==> src/rtl/div_issuer_pkg.sv <==
// Shared widths, special constants and FSM encoding for the divide issuer.
// Included by the interface, the sign fix-up block and the issuer top.
package div_issuer_pkg;

    localparam int LEN_WORD     = 32;
    localparam int LEN_REG_ADDR = 5;

    localparam logic [LEN_WORD-1:0] ALL_ONES = 32'hFFFF_FFFF;
    localparam logic [LEN_WORD-1:0] INT_MIN  = 32'h8000_0000;

    typedef enum logic [1:0] {
        ST_IDLE  = 2'd0,
        ST_ISSUE = 2'd1,
        ST_WAIT  = 2'd2,
        ST_RESP  = 2'd3
    } state_t;

    // Two's-complement negate; INT_MIN negates to itself, which is the
    // magnitude the unsigned divider needs.
    function automatic logic [LEN_WORD-1:0] neg_word(input logic [LEN_WORD-1:0] v);
        return ~v + LEN_WORD'(1);
    endfunction

endpackage

==> src/rtl/div_issuer_if.sv <==
// Request, divider and writeback signal bundle for div_issuer.
// master = the issuer itself, slave = the core/divider/writeback environment.
interface div_issuer_if;
    import div_issuer_pkg::*;

    // Every valid/ready pair (req, wb) transfers on a rising clock edge where
    // both are high; the sender holds valid and payload stable until then.
    // The divider uses order/accepted, then reports completion with done.
    logic                    req_valid;
    logic                    req_ready;
    logic [LEN_WORD-1:0]     req_rs1;
    logic [LEN_WORD-1:0]     req_rs2;
    logic                    req_unsig;
    logic                    req_rem;
    logic [LEN_REG_ADDR-1:0] req_rd;

    logic                    div_order;
    logic                    div_accepted;
    logic                    div_done;
    logic [LEN_WORD-1:0]     div_rs1;
    logic [LEN_WORD-1:0]     div_rs2;
    logic                    div_unsig;
    logic                    div_rem_flag;
    logic [LEN_WORD-1:0]     div_result;

    logic                    wb_valid;
    logic                    wb_ready;
    logic [LEN_REG_ADDR-1:0] wb_rd;
    logic [LEN_WORD-1:0]     wb_data;

    modport master (
        input  req_valid, req_rs1, req_rs2, req_unsig, req_rem, req_rd,
        output req_ready,
        output div_order, div_rs1, div_rs2, div_unsig, div_rem_flag,
        input  div_accepted, div_done, div_result,
        output wb_valid, wb_rd, wb_data,
        input  wb_ready
    );

    modport slave (
        output req_valid, req_rs1, req_rs2, req_unsig, req_rem, req_rd,
        input  req_ready,
        input  div_order, div_rs1, div_rs2, div_unsig, div_rem_flag,
        output div_accepted, div_done, div_result,
        input  wb_valid, wb_rd, wb_data,
        output wb_ready
    );

endinterface

==> src/rtl/div_sign_fix.sv <==
// Converts signed operands to unsigned magnitudes for the divider and
// restores the sign of the returned quotient or remainder.
module div_sign_fix
    import div_issuer_pkg::*;
(
    input  logic [LEN_WORD-1:0] rs1,
    input  logic [LEN_WORD-1:0] rs2,
    input  logic                unsig,
    input  logic                rem,
    input  logic [LEN_WORD-1:0] raw_result,
    output logic [LEN_WORD-1:0] mag_rs1,
    output logic [LEN_WORD-1:0] mag_rs2,
    output logic [LEN_WORD-1:0] fixed_result
);

    logic negate;

    always_comb begin
        mag_rs1 = (!unsig && rs1[LEN_WORD-1]) ? neg_word(rs1) : rs1;
        mag_rs2 = (!unsig && rs2[LEN_WORD-1]) ? neg_word(rs2) : rs2;
        // Remainder follows the dividend; quotient is negative iff signs differ.
        if (rem) begin
            negate = !unsig && rs1[LEN_WORD-1];
        end else begin
            negate = !unsig && (rs1[LEN_WORD-1] ^ rs2[LEN_WORD-1]);
        end
        fixed_result = negate ? neg_word(raw_result) : raw_result;
    end

endmodule

==> src/rtl/div_issuer.sv <==
// Accepts a divide request, resolves divide-by-zero and signed overflow locally,
// otherwise issues unsigned magnitudes to the divider and writes back the result.
module div_issuer
    import div_issuer_pkg::*;
(
    input  logic         clk,
    input  logic         rstn,
    div_issuer_if.master bus,
    output logic         busy,
    output state_t       state_dbg
);

    state_t                  state_q;
    state_t                  state_d;
    logic                    live_q;
    logic [LEN_WORD-1:0]     rs1_q;
    logic [LEN_WORD-1:0]     rs2_q;
    logic                    unsig_q;
    logic                    rem_q;
    logic [LEN_REG_ADDR-1:0] rd_q;
    logic [LEN_WORD-1:0]     result_q;

    logic                    req_fire;
    logic                    div_zero;
    logic                    sig_ovf;
    logic                    special;
    logic [LEN_WORD-1:0]     special_result;
    logic                    done_fire;
    logic [LEN_WORD-1:0]     mag_rs1;
    logic [LEN_WORD-1:0]     mag_rs2;
    logic [LEN_WORD-1:0]     fixed_result;

    div_sign_fix u_sign_fix (
        .rs1          (rs1_q),
        .rs2          (rs2_q),
        .unsig        (unsig_q),
        .rem          (rem_q),
        .raw_result   (bus.div_result),
        .mag_rs1      (mag_rs1),
        .mag_rs2      (mag_rs2),
        .fixed_result (fixed_result)
    );

    assign req_fire = bus.req_valid && bus.req_ready;
    assign div_zero = (bus.req_rs2 == '0);
    assign sig_ovf  = !bus.req_unsig && (bus.req_rs1 == INT_MIN) && (bus.req_rs2 == ALL_ONES);
    assign special  = div_zero || sig_ovf;

    always_comb begin
        if (div_zero) begin
            special_result = bus.req_rem ? bus.req_rs1 : ALL_ONES;
        end else begin
            special_result = bus.req_rem ? '0 : INT_MIN;
        end
    end

    // A done pulse only counts once the divider has taken the order.
    assign done_fire = bus.div_done &&
                       ((state_q == ST_WAIT) || ((state_q == ST_ISSUE) && bus.div_accepted));

    always_ff @(posedge clk or negedge rstn) begin
        if (!rstn) begin
            state_q <= ST_IDLE;
        end else begin
            state_q <= state_d;
        end
    end

    always_comb begin
        state_d = state_q;
        case (state_q)
            ST_IDLE: begin
                if (req_fire) state_d = special ? ST_RESP : ST_ISSUE;
            end
            ST_ISSUE: begin
                if (bus.div_accepted) state_d = bus.div_done ? ST_RESP : ST_WAIT;
            end
            ST_WAIT: begin
                if (bus.div_done) state_d = ST_RESP;
            end
            ST_RESP: begin
                if (bus.wb_ready) state_d = ST_IDLE;
            end
            default: state_d = ST_IDLE;
        endcase
    end

    // live_q keeps req_ready low while reset is held and for no longer.
    always_ff @(posedge clk or negedge rstn) begin
        if (!rstn) begin
            live_q   <= 1'b0;
            rs1_q    <= '0;
            rs2_q    <= '0;
            unsig_q  <= 1'b0;
            rem_q    <= 1'b0;
            rd_q     <= '0;
            result_q <= '0;
        end else begin
            live_q <= 1'b1;
            if ((state_q == ST_IDLE) && req_fire) begin
                rs1_q   <= bus.req_rs1;
                rs2_q   <= bus.req_rs2;
                unsig_q <= bus.req_unsig;
                rem_q   <= bus.req_rem;
                rd_q    <= bus.req_rd;
                if (special) result_q <= special_result;
            end
            if (done_fire) result_q <= fixed_result;
        end
    end

    // Payload outputs are gated to their owning state so idle buses read zero.
    assign bus.req_ready    = live_q && (state_q == ST_IDLE);
    assign bus.div_order    = (state_q == ST_ISSUE);
    assign bus.div_rs1      = (state_q == ST_ISSUE) ? mag_rs1 : '0;
    assign bus.div_rs2      = (state_q == ST_ISSUE) ? mag_rs2 : '0;
    assign bus.div_unsig    = (state_q == ST_ISSUE);
    assign bus.div_rem_flag = (state_q == ST_ISSUE) && rem_q;
    assign bus.wb_valid     = (state_q == ST_RESP);
    assign bus.wb_rd        = (state_q == ST_RESP) ? rd_q : '0;
    assign bus.wb_data      = (state_q == ST_RESP) ? result_q : '0;
    assign busy             = (state_q != ST_IDLE);
    assign state_dbg        = state_q;

endmodule

==> src/flat_wrapper.sv <==
// flat-port wrapper written by rule: the top's interface ports become plain ports
module div_issuer_flat import div_issuer_pkg::*;
  (clk, rstn, busy, state_dbg, bus_req_valid, bus_req_rs1, bus_req_rs2, bus_req_unsig, bus_req_rem, bus_req_rd, bus_req_ready, bus_div_order, bus_div_rs1, bus_div_rs2, bus_div_unsig, bus_div_rem_flag, bus_div_accepted, bus_div_done, bus_div_result, bus_wb_valid, bus_wb_rd, bus_wb_data, bus_wb_ready);
  div_issuer_if bus_i ();
  input  logic clk;
  input  logic rstn;
  output logic busy;
  output state_t state_dbg;
  input wire logic [$bits(bus_i.req_valid)-1:0] bus_req_valid;
  input wire logic [$bits(bus_i.req_rs1)-1:0] bus_req_rs1;
  input wire logic [$bits(bus_i.req_rs2)-1:0] bus_req_rs2;
  input wire logic [$bits(bus_i.req_unsig)-1:0] bus_req_unsig;
  input wire logic [$bits(bus_i.req_rem)-1:0] bus_req_rem;
  input wire logic [$bits(bus_i.req_rd)-1:0] bus_req_rd;
  output wire logic [$bits(bus_i.req_ready)-1:0] bus_req_ready;
  output wire logic [$bits(bus_i.div_order)-1:0] bus_div_order;
  output wire logic [$bits(bus_i.div_rs1)-1:0] bus_div_rs1;
  output wire logic [$bits(bus_i.div_rs2)-1:0] bus_div_rs2;
  output wire logic [$bits(bus_i.div_unsig)-1:0] bus_div_unsig;
  output wire logic [$bits(bus_i.div_rem_flag)-1:0] bus_div_rem_flag;
  input wire logic [$bits(bus_i.div_accepted)-1:0] bus_div_accepted;
  input wire logic [$bits(bus_i.div_done)-1:0] bus_div_done;
  input wire logic [$bits(bus_i.div_result)-1:0] bus_div_result;
  output wire logic [$bits(bus_i.wb_valid)-1:0] bus_wb_valid;
  output wire logic [$bits(bus_i.wb_rd)-1:0] bus_wb_rd;
  output wire logic [$bits(bus_i.wb_data)-1:0] bus_wb_data;
  input wire logic [$bits(bus_i.wb_ready)-1:0] bus_wb_ready;
  assign bus_i.req_valid = bus_req_valid;
  assign bus_i.req_rs1 = bus_req_rs1;
  assign bus_i.req_rs2 = bus_req_rs2;
  assign bus_i.req_unsig = bus_req_unsig;
  assign bus_i.req_rem = bus_req_rem;
  assign bus_i.req_rd = bus_req_rd;
  assign bus_req_ready = bus_i.req_ready;
  assign bus_div_order = bus_i.div_order;
  assign bus_div_rs1 = bus_i.div_rs1;
  assign bus_div_rs2 = bus_i.div_rs2;
  assign bus_div_unsig = bus_i.div_unsig;
  assign bus_div_rem_flag = bus_i.div_rem_flag;
  assign bus_i.div_accepted = bus_div_accepted;
  assign bus_i.div_done = bus_div_done;
  assign bus_i.div_result = bus_div_result;
  assign bus_wb_valid = bus_i.wb_valid;
  assign bus_wb_rd = bus_i.wb_rd;
  assign bus_wb_data = bus_i.wb_data;
  assign bus_i.wb_ready = bus_wb_ready;
  div_issuer u_core (.clk(clk), .rstn(rstn), .bus(bus_i), .busy(busy), .state_dbg(state_dbg));
endmodule
==> config.mk <==
export PLATFORM = sky130hd
export DESIGN_NAME = div_issuer_flat
export DESIGN_NICKNAME = d
export VERILOG_FILES = /design/src/rtl/div_issuer_pkg.sv /design/src/rtl/div_issuer_if.sv /design/src/rtl/div_sign_fix.sv /design/src/rtl/div_issuer.sv /design/src/flat_wrapper.sv
export SDC_FILE = /design/constraint.sdc
export NUM_CORES = 1
export LEC_CHECK = 0
export BUFFER_PORTS_ARGS = -buffer_cell sky130_fd_sc_hd__buf_2
export CORE_MARGIN = 5
export CORE_UTILIZATION = 45
export CTS_CLUSTER_SIZE = 8
export DETAILED_ROUTE_END_ITERATION = 10
export PLACE_DENSITY = 0.83
export SKIP_LAST_GASP = 1
export SLEW_MARGIN = 0
export SYNTH_ARGS = -nofsm -noshare
export SYNTH_HDL_FRONTEND = slang
export SYNTH_SLANG_ARGS = --single-unit
==> constraint.sdc <==
create_clock -name clk -period 3.2 [get_ports clk]
set_input_delay 0 -clock clk [delete_from_list [all_inputs] [get_ports clk]]
set_output_delay 0 -clock clk [all_outputs]
set_load 0.1 [all_outputs]
======== Word level (Yosys, flattened, before mapping) ========
Index checks and enable logic that the tools add are counted.
Widths: inputs -> output; s select.
word-level totals
  latch bits .............................. 0
  register bits ........................... 106
  memories kept ........................... 0
  memory bits (writable) .................. 0
  output and inout port bits .............. 109
  memory bits (read-only) ................. 0
  input bits .............................. 109
cells by class
  $add $sub $neg .......................... 3
  reductions and logical operators ........ 22
  divide/modulo/power cells ............... 0
  equal/unequal tests ..................... 9
  shift operators ......................... 0
  bitwise gates (word level) .............. 4
  multiply operators ...................... 0
  magnitude comparators ................... 0
  multiplexer cells ....................... 21
operators with widths
  operator               number
  $mux 32                12
  $add 32x1->32 const B  3
  $not 32->32            3
  $eq 32x32->1 const B   2
  $logic_not 32->1       1
  $logic_and 1x1->1      11
  $mux 2                 5
  $pmux 2 s4             1
  $ne 2x1->1 const B     3
  $reduce_bool 2->1      3
  $mux 5                 1
  $eq 2x2->1 const B     2
  $reduce_and 4->1       1
  $eq 2x1->1 const B     1
  $logic_not 1->1        2
  $logic_not 2->1        1
  $logic_or 1x1->1       2
  $mux 1                 2
  $ne 2x2->1 const B     1
  $reduce_and 2->1       1
  $xor 1x1->1            1

======== Depth between registers and ports, before layout ========
Gate-level depths: netlist of the first run.
  word-level depth ........................ 7
  gate-level depth with buffers ........... 9

======== Cells and area by module ========
From an unflattened synthesis of the first run, not the netlist that was laid out.
unflattened totals
  cell total of the unflattened synthesis .. 828
  area total of the unflattened synthesis .. 7847.5 um2
by module, submodules not included
  module        seq. area each (um2)  cells each  times used  area an instance (um2)
  div_issuer    2652.5                508         1           5764.3
  div_sign_fix  0.0                   320         1           2083.2

======== Least setup slack after synthesis of the first run ========
OpenSTA, ideal clock, no wires.
  kind .................................... register to output
  start ................................... register u_core.state_q[0], in the netlist u_core.state_dbg[0]
  end ..................................... output port bus_div_rs2[10]
  arrival ................................. 4.497 ns
  slack ................................... -1.297 ns
  stages on the path, launching flop included .. 4
  data required time ...................... 3.200 ns
  path buffers ............................ 1
  cells stage by stage .................... dfrtp_1 ha_1 clkbuf_1 a21boi_0
between the ends
  cells in the longest elaborated chain, start to end .. 2
RTL lines
  item                    RTL line            text
  from (decl)             div_issuer.sv:13    state_t state_q;
  from (signal assigned)  div_issuer.sv:65    state_q <= state_d;
  $eq 2x1->1              n/a
  net bus_div_order       flat_wrapper.sv:16  output wire logic [$bits(bus_i.div_order)-1:0] bus_div_order;
  $mux 32                 div_issuer.sv:116   assign bus.div_rs2 = (state_q == ST_ISSUE) ? mag_rs2 : '0;
  to (decl)               flat_wrapper.sv:18  output wire logic [$bits(bus_i.div_rs2)-1:0] bus_div_rs2;
The timed path passes the listed nets, and every way through them passes these cells.

======== Worst setup path after layout of the first run ========
  start ................................... register u_core.rs2_q[0]
  end ..................................... output port bus_div_rs2[26]
between the ends
  cells in the longest elaborated chain, start to end .. 4
RTL lines
  item                    RTL line              text
  from (decl)             div_issuer.sv:17      logic [LEN_WORD-1:0] rs2_q;
  from (signal assigned)  div_issuer.sv:102     rs2_q <= bus.req_rs2;
  $not 32->32             div_issuer_pkg.sv:21  return ~v + LEN_WORD'(1);
  $add 32x1->32           div_issuer_pkg.sv:21
  $mux 32                 div_sign_fix.sv:20    mag_rs2 = (!unsig && rs2[LEN_WORD-1]) ? neg_word(rs2) : rs2;
  $mux 32                 div_issuer.sv:116
Every way passes these cells.

==> results by group, run 1 <==
Outcome
  – Status: finished clean

Synthesis
  – Yosys reg bits: 106
  – Post-synth ARST share: 100.0%
  – Post-synthesis sequential area ratio: 35.98%
  – YS warnings: 0
  – Ys flop type: dfrtp_1
  – Synthesized area: 0.007372 mm²
  – Post-Syn Area per Cell: 9.158 µm²
  – Cell count after synthesis: 805
  – Netlist cell types: 55
  – Syn nets: 922
  – Post-synth EDFFs: 0

GRT
  – Vias in the first global route: 7,364
  – Pin count of the biggest net entering global routing: 70
  – GRT Total Usage: 26.78%
  – First-pass GRT wire length: 39,480 µm
  – Remaining Overflow, GRT: 0
  – Initial antenna violation count: 0

Floorplanning
  – DIE WIDTH: 138.0 µm
  – Rows: 46
  – Die area: 0.01904 mm²
  – Core Area: 0.01600 mm²
  – I/O pin total: 218
  – Die H: 138.0 µm
  – Initial Util: 46.07%

CTS
  – CTS Root Cell: clkbuf_16
  – Setup bufs post-CTS: 0
  – H-Tree Depth: 3
  – CTS Buf Count: 9
  – Worst-path clk slew: 70 ps
  – Clock sinks: 106
  – Worst-Skew Late Latency: 350 ps
  – CTS tree: yes
  – Clk buf depth: 2

STA
  – Crit share post-route: 98.07%
  – Fmax: 318.6 MHz
  – Minimum clock period: 3138 ps
  – Setup-failing EPs final: 0
  – Hold Vio Cnt, Final: 0
  – Setup TNS: 0 ps
  – Worst slew pin tran: 950.2 ps
  – Fin Hold WS: 9.637 ps
  – Rel. slew slack: 36.65%
  – RSZ-0062 raised after global routing: yes
  – Slew Limit Fails: 0
  – Clock Skew: 6.092 ps

Route
  – DRT iter0 DRCs: 522
  – Pre-antenna DRT Iters: 7
  – Vias/cell: 5.736
  – # DRC: 0
  – Via Count: 7,491
  – Post-Route WL: 25,350 µm
  – Antenna Nets Post-Route: 0
  – DR WL/cell: 19.41 µm

Run
  – Max-Cap Viols: 0

Layout
  – Fraction of layout cells with a size suffix above 1: 32.14%
  – P&R area growth vs syn: 34.93%
  – Most common cell after layout, fill and taps aside: buf_2
  – Most frequent cells in the layout: buf_2, dfrtp_1, and2_1
  – Final net count: 1,201
  – Fillers: 1,325
  – Register Area: 0.002654 mm²
  – Post-route cell area: 0.009947 mm²
  – Multi-input gate area: 0.004563 mm²
  – Core Util, Final: 62.17%

Worst setup path
  – Setup CP Type: reg2out
  – Crit path capture type: primary output
  – Critical Path Start Type: flip-flop
  – Worst EP arrival: 3140 ps
  – Crit Reg-Reg Startpoint: u_core.state_dbg[0]
  – CP required: 3200 ps
  – CP startpoint: u_core.rs2_q[0]
  – Max FO, Critical Path: 5
  – R2R cell count: 8

Placement
  – Placed inst area: 0.008797 mm²
  – DP HPWL: 18,350 µm
  – Final GP Congestion: 0.9068
  – Port Buffers: 217

Min path
  – Worst hold path depth: 3
  – Min-delay worst type: in2reg
  – Hold Path Origin: bus_div_result[16]
==> synth_stat cells, drive strengths merged (2+ instances only) <==
| cell | n | area (µm²) |
|---|---|---|
| a211oi | 7 | 52.55 |
| a21boi | 13 | 97.59 |
| a21oi | 48 | 244.0 |
| a221o | 8 | 80.08 |
| a221oi | 2 | 17.52 |
| a22oi | 2 | 15.01 |
| a311oi | 8 | 70.07 |
| a31oi | 10 | 62.56 |
| a32oi | 4 | 35.03 |
| and2 | 92 | 575.6 |
| and3 | 2 | 12.51 |
| and4b | 3 | 30.03 |
| buf | 4 | 26.28 |
| clkbuf | 43 | 161.4 |
| dfrtp | 106 | 2653 |
| ha | 8 | 100.1 |
| inv | 18 | 67.56 |
| mux2 | 71 | 799.5 |
| nand2 | 23 | 86.33 |
| nand2b | 16 | 100.1 |
| nand3 | 3 | 15.01 |
| nand4 | 9 | 56.30 |
| nand4b | 3 | 26.28 |
| nor2 | 51 | 191.4 |
| nor2b | 5 | 31.28 |
| nor3 | 28 | 155.2 |
| nor3b | 2 | 15.01 |
| nor4 | 25 | 177.7 |
| nor4bb | 2 | 20.02 |
| o21a | 11 | 82.58 |
| o21ai | 44 | 220.2 |
| o31ai | 9 | 67.56 |
| o41ai | 7 | 61.31 |
| or3 | 21 | 131.4 |
| or4 | 10 | 78.82 |
| or4b | 3 | 30.03 |
| xnor2 | 30 | 262.8 |
| xor2 | 45 | 394.1 |
==> cell type report <==
cell class	count	share of cell area, %
multi-input combinational	634	45.87
clock inverter	3	0.1509
tap	216	2.717
timing repair buffer	315	21.36
clock buffer	13	2.516
inverter	18	0.6792
sequential	106	26.68
antenna	1	0.02516
==> worst max-delay path, stage by stage, from the launching register on <==
cell,delay (ps)
dfrtp_1,420
inv_1,70
ha_1,200
or4b_4,500
or4_4,540
nor3_4,350
a21oi_1,140
xor2_1,160
and2_1,200
buf_12,190
==> state kept, by name (all words and copies together) (netlist names) <==
name and cells:
u_core.unsig_q 1, u_core.result_q 32, u_core.rem_q 1, u_core.live_q 1
u_core.state_dbg 2, u_core.rs1_q 32, u_core.rd_q 5, u_core.rs2_q 32
==> what timing repair did <==
item	CTS	global route
resized for setup	2	10
endpoints found under the hold margin	145	0
pin swaps	0	1
gates cloned	0	0
endpoints found under the setup margin	6	13
hold buffers	84	0
==> metal layers <==
layer	up-vias	share of wire [%]	global-route usage (%)	wire length [µm]
li1	3468	-	-	-
met1	3587	42	36.67	10600
met2	374	46	41.73	11690
met3	62	8.5	4.753	2155
met4	0	3.5	11.64	898
met5	-	0	0	0
==> cell families after synthesis <==
family / Yosys count / synth area share [%]
simple gates: 302 / 23.95
compound gates: 176 / 15.31
flops: 106 / 35.98
xor+xnor: 75 / 8.910
mux: 72 / 10.98
buf+inv: 65 / 3.462
fa+ha+maj: 8 / 1.358
other cells: 1 / 0.05087
==> final timing paths <==
path | endpoint | slack (ps)
max | bus_div_rs2[26] | 60
min | u_core.result_q[16] | 10
max reg2reg | u_core.result_q[11] | 610
min reg2reg | u_core.rd_q[3] | 510
max in group asynchronous | u_core.rs2_q[7] | 2050
min in group asynchronous | u_core.state_dbg[1] | 300
==> per-stage QoR <==
| stage | cells | setup slack, ps |
|---|---|---|
| floorplan | 805 | 0.3946 |
| global placement | 1205 | 372.9 |
| detailed placement | 1205 | 345.7 |
| CTS | 1305 | -24.09 |
| global route | 1305 | -11.42 |
| finish | 1306 | 61.66 |
Power of run 1 is left out: the tool's default activity adds up to more than one toggle a clock period on the data nets, which glitch-free logic cannot reach.
==> inputs of run 2 (changes only) <==
--- a/config.mk
+++ b/config.mk
@@ -6,11 +6,10 @@
 export NUM_CORES = 1
 export LEC_CHECK = 0
 export BUFFER_PORTS_ARGS = -buffer_cell sky130_fd_sc_hd__buf_2
-export CORE_MARGIN = 5
-export CORE_UTILIZATION = 45
+export CORE_UTILIZATION = 53
 export CTS_CLUSTER_SIZE = 8
 export DETAILED_ROUTE_END_ITERATION = 10
-export PLACE_DENSITY = 0.83
+export PLACE_DENSITY = 0.94
 export SKIP_LAST_GASP = 1
 export SLEW_MARGIN = 0
 export SYNTH_ARGS = -nofsm -noshare
==> run 2 against run 1 <==
Sequential share of layout area about the same. Final area increased by 0.16%. Final cell count down 2.9%. Worst setup slack improved by 7.9 ps. Critical endpoint is now bus_div_rs2[20].
==> results by group, run 2 (same netlist as run 1, synthesis figures left out) <==
Worst setup path
  – Worst EP arrival: 3130 ps (about the same)
  – Crit path capture type: primary output
  – CP required: 3200 ps (about the same)
  – Worst reg2reg setup slack: 590 ps (-20 ps)
  – Reg2reg end: u_core.result_q[11]
  – Max FO, Critical Path: 6 (+1)
  – Crit Reg-Reg Startpoint: u_core.state_dbg[1]
  – R2R cell count: 8 (unchanged)
  – Critical Path Start Type: flip-flop
  – Setup CP Type: reg2out

Layout
  – Most common cell after layout, fill and taps aside: buf_2
  – Largest regs: u_core.result_q (32), u_core.rs1_q (32), u_core.rs2_q (32)
  – Most frequent cells in the layout: buf_2, dfrtp_1, and2_1
  – P&R area growth vs syn: 35.15%
  – Final net count: 1,202 (+0.083%)
  – Fraction of layout cells with a size suffix above 1: 32.29% (+0.15 points)

Min path
  – Hold Path Origin: bus_div_result[16]
  – Hold EP: u_core.result_q[16]
  – Min-delay worst type: in2reg
  – Worst hold path depth: 3 (unchanged)

CTS
  – CTS Root Cell: clkbuf_16
  – CTS Buf Count: 9 (unchanged)
  – Clock sinks: 106 (unchanged)
  – Clk buf depth: 2 (unchanged)
  – CTS tree: yes
  – Worst-Skew Late Latency: 360 ps (about the same)
  – H-Tree Depth: 3 (unchanged)
  – Worst-path clk slew: 70 ps (about the same)

Floorplanning
  – Core Area: 0.01340 mm² (-16%)
  – Initial Util: 55.01% (+8.9 points)
  – I/O pin total: 218 (unchanged)
  – Die area: 0.01439 mm² (-24%)
  – DIE WIDTH: 119.9 µm (-13%)
  – Rows: 42 (-8.7%)
  – Die H: 119.9 µm (-13%)

GRT
  – Remaining Overflow, GRT: 0 (unchanged)
  – First-pass GRT wire length: 39,450 µm (about the same)
  – GRT Total Usage: 35.43% (+8.6 points)
  – Vias in the first global route: 7,556 (+2.6%)
  – Pin count of the biggest net entering global routing: 73 (+4.3%)
  – Initial antenna violation count: 2 (+2)

Route
  – DR WL/cell: 19.92 µm (+2.6%)
  – Pre-antenna DRT Iters: 5 (-2)
  – Vias/cell: 6.130 (+6.9%)
  – Antenna Nets Post-Route: 0 (unchanged)
  – Via Count: 7,773 (+3.8%)
  – DRT iter0 DRCs: 799 (+53%)
  – # DRC: 0 (unchanged)
  – Post-Route WL: 25,260 µm (-0.37%)

STA
  – Clock Skew: 11.32 ps (+5.231 ps)
  – Setup-failing EPs final: 0 (unchanged)
  – Hold Vio Cnt, Final: 0 (unchanged)
  – Fin Hold WS: 7.334 ps (-2.303 ps)
  – Rel. slew slack: 24.80% (-12 points)
  – Worst slew pin tran: 1128 ps (+177.8 ps)
  – Fmax: 319.4 MHz (+0.25%)
  – Slew Limit Fails: 0 (unchanged)
  – Minimum clock period: 3130 ps (-7.907 ps)
  – Crit share post-route: 97.83% (-0.25 points)

Placement
  – Final GP Congestion: 0.9266 (+2.2%)
  – DP HPWL: 16,930 µm (-7.8%)
  – Port Buffers: 217 (unchanged)

Outcome
  – Status: finished clean

Run
  – Max-Cap Viols: 0 (unchanged)
## run 2: cell count changes in the layout (fill, tap and decap cells not counted), moves of 2 or more
cell       change
clkinv_4       +3
bufinv_16      +2
clkbuf_1       -2
clkinv_2       -2
## run 2: through the flow
step	instances	cell area, µm²	TNS (ps)	setup slack [ps]	util, %
after global routing	1267	9961	-134.0	-134.0	74.33
after detailed placement	1164	8737	0	333.6	65.20
after CTS	1265	9921	-3.684	-3.684	74.03
final	1268	9963	0	69.57	74.35
after floorplan	805	7431	0	0.3946	-
after global placement	1164	8737	0	398.4	65.20
## run 2: metal layers
| metal | track usage (%) | wire length, µm | vias up |
|---|---|---|---|
| met3 | 5.846 | 2366 | 115 |
| met4 | 18.83 | 1202 | 0 |
| li1 | - | - | 3470 |
| met1 | 45.58 | 9768 | 3661 |
| met2 | 57.04 | 11920 | 527 |
| met5 | 0 | 0 | - |
## run 2: timing repair
item,4_1_cts,5_1_grt
setup buffers,0,1
hold buffers,85,0
pin swaps,0,3
resized for setup,3,9
hold endpoints to repair,154,0
endpoints found under the setup margin,6,15
## run 2: critical path, cell delays in order (launching register included)
cell and delay [ps]:
dfrtp_1 430, or4_1 630, or4_4 520, nor4_1 270, a21oi_1 130, xor2_1 190
and2_1 160, buf_2 430
## run 2: how the worst max path moves through the flow
stage / startpoint / endpoint / slack (ps)
3_3_place_gp: u_core.rs2_q[0] / bus_div_rs2[24] / 400
6_report: u_core.rs2_q[12] / bus_div_rs2[20] / 70
2_1_floorplan: u_core.state_dbg[1] / u_core.result_q[11] / 0.4
5_1_grt: u_core.rs2_q[12] / bus_div_rs2[20] / -130
4_1_cts: u_core.rs2_q[12] / bus_div_rs2[25] / -4
3_5_place_dp: u_core.rs2_q[1] / bus_div_rs2[28] / 330
## run 2: layout make-up
| class | instances | area (µm²) |
|---|---|---|
| fill | 911 | 3437 |
| clock buffer | 10 | 229.0 |
| inverter | 18 | 67.56 |
| clock inverter | 6 | 91.34 |
| sequential | 106 | 2654 |
| antenna | 2 | 5.005 |
| multi-input combinational | 634 | 4564 |
| tap | 176 | 220.2 |
| timing repair buffer | 316 | 2132 |
Power of run 2 is left out for the same reason.
